<file path="config.mk">
export PLATFORM = sky130hd
export DESIGN_NAME = mk_key_store
export DESIGN_NICKNAME = d
export VERILOG_FILES = /design/src/rtl/mk_key_store.sv
export SDC_FILE = /design/constraint.sdc
export NUM_CORES = 1
export LEC_CHECK = 0
export ABC_AREA = 1
export ABC_CLOCK_PERIOD_IN_PS = 4400
export CORE_MARGIN = 1
export CORE_UTILIZATION = 40
export CTS_CLUSTER_DIAMETER = 40
export DETAILED_ROUTE_END_ITERATION = 6
export PLACE_DENSITY = 0.73
export SYNTH_ARGS = -nofsm -noshare
export SYNTH_HDL_FRONTEND = slang
export SYNTH_SLANG_ARGS = --single-unit
</file>
<file path="constraint.sdc">
create_clock -name clk -period 4.4 [get_ports clk]
set_input_delay 1.1 -clock clk [delete_from_list [all_inputs] [get_ports clk]]
set_output_delay 1.1 -clock clk [all_outputs]
set_load 0.05 [all_outputs]
</file>
<file path="src/rtl/mk_key_store.sv">
// ---------------------------------------------------------------------------
// mk_key_store
//
// Master-key storage stage that sits directly behind the MK control unit.
// It holds a WORDS x DW master key, streams it back on request, keeps the
// session-owner register and wipes the key word by word on a zeroize request.
//
// Build option:
//   MK_RD_LOCK_EN - when defined, read beats carry key data only while the
//                   active session owner matches the requesting l3_id; the
//                   stream still delivers WORDS beats, just zeroed.
//
// Ports:
//   clk, rst_n              clock, asynchronous active-low reset
//   clr_mk                  zeroize request (pulse or level)
//   wr_open                 opens the write window (from IDLE)
//   wr_en/wr_addr/wr_data   L3 write-data beats
//   rd_open                 starts a read stream (from IDLE)
//   rd_rdy                  downstream ready for a read beat
//   rd_vld/rd_data/rd_last  read beat stream
//   l3_id                   requester id
//   ss_set/ss_clr           session set / clear strobes
//   ssid/ssid_vld           session owner id / session active
//   key_vld                 complete key stored
//   key_out                 key to crypto engine, zero unless key_vld
//   zbusy                   zeroization in progress
// ---------------------------------------------------------------------------
module mk_key_store #(
    parameter int WORDS = 8,
    parameter int DW    = 32,
    parameter int AW    = 14
) (
    input  logic                clk,
    input  logic                rst_n,
    input  logic                clr_mk,
    input  logic                wr_open,
    input  logic                wr_en,
    input  logic [AW-1:0]       wr_addr,
    input  logic [DW-1:0]       wr_data,
    input  logic                rd_open,
    input  logic                rd_rdy,
    output logic                rd_vld,
    output logic [DW-1:0]       rd_data,
    output logic                rd_last,
    input  logic [2:0]          l3_id,
    input  logic                ss_set,
    input  logic                ss_clr,
    output logic [2:0]          ssid,
    output logic                ssid_vld,
    output logic                key_vld,
    output logic [WORDS*DW-1:0] key_out,
    output logic                zbusy
);

    localparam int IW = (WORDS > 1) ? $clog2(WORDS) : 1;

    // One-hot state encoding
    localparam logic [3:0] S_IDLE = 4'b0001;
    localparam logic [3:0] S_WR   = 4'b0010;
    localparam logic [3:0] S_RD   = 4'b0100;
    localparam logic [3:0] S_ZERO = 4'b1000;

    localparam logic [IW-1:0] LAST_IDX  = IW'(WORDS - 1);
    localparam logic [AW-1:0] LAST_ADDR = AW'(WORDS - 1);
    localparam logic [AW-1:0] NUM_ADDR  = AW'(WORDS);

    logic [3:0]       state;
    logic [DW-1:0]    key_mem [WORDS];
    logic [WORDS-1:0] mask;
    logic [WORDS-1:0] mask_next;
    logic [IW-1:0]    idx;
    logic [IW-1:0]    zcnt;
    logic [IW-1:0]    wr_idx;
    logic             wr_hit;
    logic             rd_allow;

    // Write beats only land inside the window and only for in-range
    // addresses. mask_next includes the current beat so the closing beat
    // can decide key_vld in the same edge it is written.
    always_comb begin
        wr_idx    = wr_addr[IW-1:0];
        wr_hit    = (state == S_WR) && wr_en && (wr_addr < NUM_ADDR);
        mask_next = mask | (WORDS'(1) << wr_idx);
    end

    // Main FSM plus key array. clr_mk overrides every state so a zeroize
    // request cannot be lost mid-write or mid-read; re-asserting it during
    // ZERO restarts the wipe from word 0.
    always_ff @(posedge clk or negedge rst_n) begin
        if (!rst_n) begin
            state   <= S_IDLE;
            mask    <= '0;
            idx     <= '0;
            zcnt    <= '0;
            key_vld <= 1'b0;
            for (int i = 0; i < WORDS; i++) begin
                key_mem[i] <= '0;
            end
        end else if (clr_mk) begin
            state   <= S_ZERO;
            zcnt    <= '0;
            idx     <= '0;
            mask    <= '0;
            key_vld <= 1'b0;
        end else begin
            case (state)
                S_IDLE: begin
                    if (wr_open) begin
                        state   <= S_WR;
                        mask    <= '0;
                        key_vld <= 1'b0;
                    end else if (rd_open) begin
                        state <= S_RD;
                        idx   <= '0;
                    end
                end
                S_WR: begin
                    if (wr_hit) begin
                        key_mem[wr_idx] <= wr_data;
                        mask            <= mask_next;
                        if (wr_addr == LAST_ADDR) begin
                            state   <= S_IDLE;
                            key_vld <= &mask_next;
                        end
                    end
                end
                S_RD: begin
                    if (rd_rdy) begin
                        if (idx == LAST_IDX) begin
                            state <= S_IDLE;
                            idx   <= '0;
                        end else begin
                            idx <= idx + 1'b1;
                        end
                    end
                end
                S_ZERO: begin
                    key_mem[zcnt] <= '0;
                    if (zcnt == LAST_IDX) begin
                        state <= S_IDLE;
                        zcnt  <= '0;
                    end else begin
                        zcnt <= zcnt + 1'b1;
                    end
                end
                default: begin
                    state <= S_IDLE;
                end
            endcase
        end
    end

    // Session owner register. It runs independently of the FSM; only
    // clr_mk reaches across, and any clear beats a simultaneous set.
    always_ff @(posedge clk or negedge rst_n) begin
        if (!rst_n) begin
            ssid     <= '0;
            ssid_vld <= 1'b0;
        end else if (clr_mk || ss_clr) begin
            ssid     <= '0;
            ssid_vld <= 1'b0;
        end else if (ss_set) begin
            ssid     <= l3_id;
            ssid_vld <= 1'b1;
        end
    end

    // Read-lock qualifier: with the lock built in, key words only leave on
    // the read path for the current session owner.
`ifdef MK_RD_LOCK_EN
    always_comb begin
        rd_allow = ssid_vld && (ssid == l3_id);
    end
`else
    always_comb begin
        rd_allow = 1'b1;
    end
`endif

    // Read stream outputs come straight from state and idx, so data is
    // naturally stable while the consumer stalls.
    always_comb begin
        rd_vld  = (state == S_RD);
        rd_last = rd_vld && (idx == LAST_IDX);
        rd_data = '0;
        if (rd_vld && key_vld && rd_allow) begin
            rd_data = key_mem[idx];
        end
        zbusy = (state == S_ZERO);
    end

    // Key to the crypto engine is masked off whenever the key is incomplete
    // or being wiped.
    always_comb begin
        key_out = '0;
        for (int i = 0; i < WORDS; i++) begin
            key_out[i*DW +: DW] = key_mem[i] & {DW{key_vld}};
        end
    end

endmodule

</file>
==> reports/metrics.csv <==
stage;metric;value;unit
status;status;finished, violations left;
status;failed_checks;DRC;
logic_synthesis;yosys-top-cells-count;nand2_1, nor2_1, inv_1, dfrtp_1, a31oi_1;
logic_synthesis;synthFlopType;dfrtp_1;
global_route;grt_overflow_total;0;
drt;drt_iter0_drc;2488;
setup_path;start_kind;register;
placement;place_hpwl;47400;um
global_route;grt_pass1_wl;110000;um
run;drv_cap;0;
finish;diodes;0;
finish;nNetsFinal;3215;
cts;cts_tree;built;
floorplan;die_w;219;um
hold_path;min_from;mask[7];
floorplan;dieHeight;219;um
pwr;p_per_area;418;nW/um2
timing;period_minus_slack;4.03;ns
drt;wire_per_inst;18.8;um
logic_synthesis;synth-edff-count;0;
global_route;met1_usage;38.1;%
drt;wl;71700;um
logic_synthesis;ys_seq_area_share;37.2;%
cts;ctsResizeCount;0;
cts;cts_buffers;55;
global_route;grt_usage;29.6;%
logic_synthesis;synth_area_leader_cell;dfrtp_1;
cts;cts_buffer_depth;3;
placement;pre_cts_ws;1.02;ns
finish;utilization;53.4;%
global_route;use_met3;4.52;%
timing;finalMaxSlewViolations;0;
placement;io_buffer_count;353;
drt;drc;5;
cts;cts_sinks;279;
global_route;grt_antenna_before_repair;0;
timing;hold_viol;0;
setup_path;rr_startpoint;state[0];
floorplan;rows;79;
finish;drive_above_1_share;6.50;%
hold_path;hold_path.class;register to register;
logic_synthesis;synth_top_area_share;37.0;%
logic_synthesis;syn_inst;2955;
timing;setup_tns;0;ns
pwr;leakagePower;0.0115;uW
timing;fin_ws;0.375;ns
placement;routabilityCongestion;0.964;
global_route;use_met2;48.5;%
logic_synthesis;yosysMostFrequentCell;nand2_1;
global_route;grt_pass1_vias;18800;
setup_path;worstSetupPathType;register to output pin;
setup_path;critical_path_arrival;2.93;ns
cts;root_buffer;clkbuf_16;
drt;drtAntennaViolNets;0;
drt;vias;20700;
timing;max_freq;248;MHz
logic_synthesis;post_synth.cell_area_avg;6.36;um2
logic_synthesis;syn-cell-area;18800;um2
cts;cts_hold_buf;0;
timing;setup_violations;0;
floorplan;start_util;40.4;%
floorplan;die-area;47800;um2
logic_synthesis;synth.distinct_cells;26;
timing;worst_slew_pin_slew;1.21;ns
setup_path;cp.required;3.30;ns
drt;first_pass_iters;7;
cts;htree_levels;2;
logic_synthesis;yosysWarnings;0;
timing;fin_worst_skew;0.0162;ns
logic_synthesis;synth_nets;3017;
cts;postCtsSetupBuffers;0;
setup_path;crit_start;idx[0];
pwr;power.total;10400;uW
pwr;ir_drop;303;uV
global_route;grt-busiest-layer;met2;
floorplan;core-area;46500;um2
timing;holdWs;0.472;ns
cts;clkLatencyLatePin;0.61;ns
timing;rsz0062_at_grt;false;
logic_synthesis;synthTopCellsByArea;dfrtp_1, nand2_1, nor2_1;
logic_synthesis;synth_seq_cells;279;
logic_synthesis;synthArstFlopShare;100;%
finish;layout-area-overhead-vs-synth;32.1;%
floorplan;ios;354;
setup_path;worstPathMaxFanout;28;
drt;vias_per_cell;5.43;
timing;slew_headroom;19.6;%
cts;clkSlewWorstSetupHoldPaths;0.05;ns
timing;finalCritPeriodShare;91.5;%
global_route;grt_max_degree;280;
setup_path;cp-end-kind;output pin;
==> report_power, final <==
group | total (uW) | switching (uW) | internal (uW) | leakage, uW
Clock | 4680 | 1570 | 3110 | 0.000980
Combinational | 2320 | 1610 | 718 | 0.00672
Sequential | 3370 | 465 | 2900 | 0.00383
==> stage by stage <==
step / instance area, um2 / std cells
after floorplan: 18800 / 2955
after global placement: 22800 / 3703
after detailed placement: 22800 / 3703
after CTS: 24800 / 3807
after global routing: 24800 / 3807
final: 24800 / 3807
==> cell usage in the layout, fill, tap and decap left out, types with 30 or more instances in the layout <==
| cell type | n |
|---|---|
| clkbuf_16 | 55 |
| buf_12 | 33 |
| nand2_1 | 836 |
| buf_4 | 51 |
| mux2i_1 | 32 |
| clkdlybuf4s50_1 | 320 |
| inv_1 | 299 |
| dfrtp_1 | 275 |
| nor2_1 | 472 |
| a31oi_1 | 256 |
| nand3_1 | 30 |
| o22ai_1 | 32 |
| o21ai_1 | 244 |
| o21ai_0 | 185 |
==> worst paths after layout <==
kind                                 to  depth (start not counted)  slack (ns)
max                         rd_data[26]                          8        0.37
min                             mask[7]                          2        0.47
max reg2reg                 key_mem[58]                          7        1.52
min reg2reg                     mask[7]                          2        0.47
max in group asynchronous  key_mem[108]                          2        2.77
min in group asynchronous   key_mem[58]                          1        0.49
==> registers in the layout, summed over array words and instances (netlist names) <==
register  count
key_mem     256
ssid_vld      1
zcnt          3
state         4
idx           3
key_vld       1
ssid          3
mask          8
==> metal layers <==
metal | vias to the layer above | part of all wire [%]
li1 | 9931 | -
met1 | 9552 | 40
met2 | 1033 | 47
met3 | 168 | 8.6
met4 | 0 | 4.6
met5 | - | 0
==> area by class of cell <==
cell class	instances	area, um2
clock inverter	41	588
fill	4510	21600
timing repair buffer	405	4260
multi-input combinational	2112	9640
sequential	279	6990
inverter	300	1130
tap	607	759
clock buffer	63	1460
==> worst max-delay path: stages, from the launching register on <==
cell and delay (ns):
dfrtp_4 0.62, inv_2 0.41, buf_4 0.29, buf_4 0.20
nor2_1 0.05, o21ai_0 0.19, o21ai_0 0.12, nor2_1 0.24
buf_12 0.17
==> cell families (layout without fill, tap and decap cells) <==
| kind of cell | count (synthesis) | in the layout | share of synthesized area (%) |
|---|---|---|---|
| buffers and inverters | 564 | 809 | 11.6 |
| AND/OR/NAND/NOR | 1356 | 1356 | 28.1 |
| flip-flops | 279 | 279 | 37.2 |
| adder cells (fa/ha/maj) | 4 | 4 | 0.266 |
| AO/OA/AOI/OAI | 720 | 720 | 21.2 |
| multiplexers | 32 | 32 | 1.70 |
(Power assumes the default switching activity.)
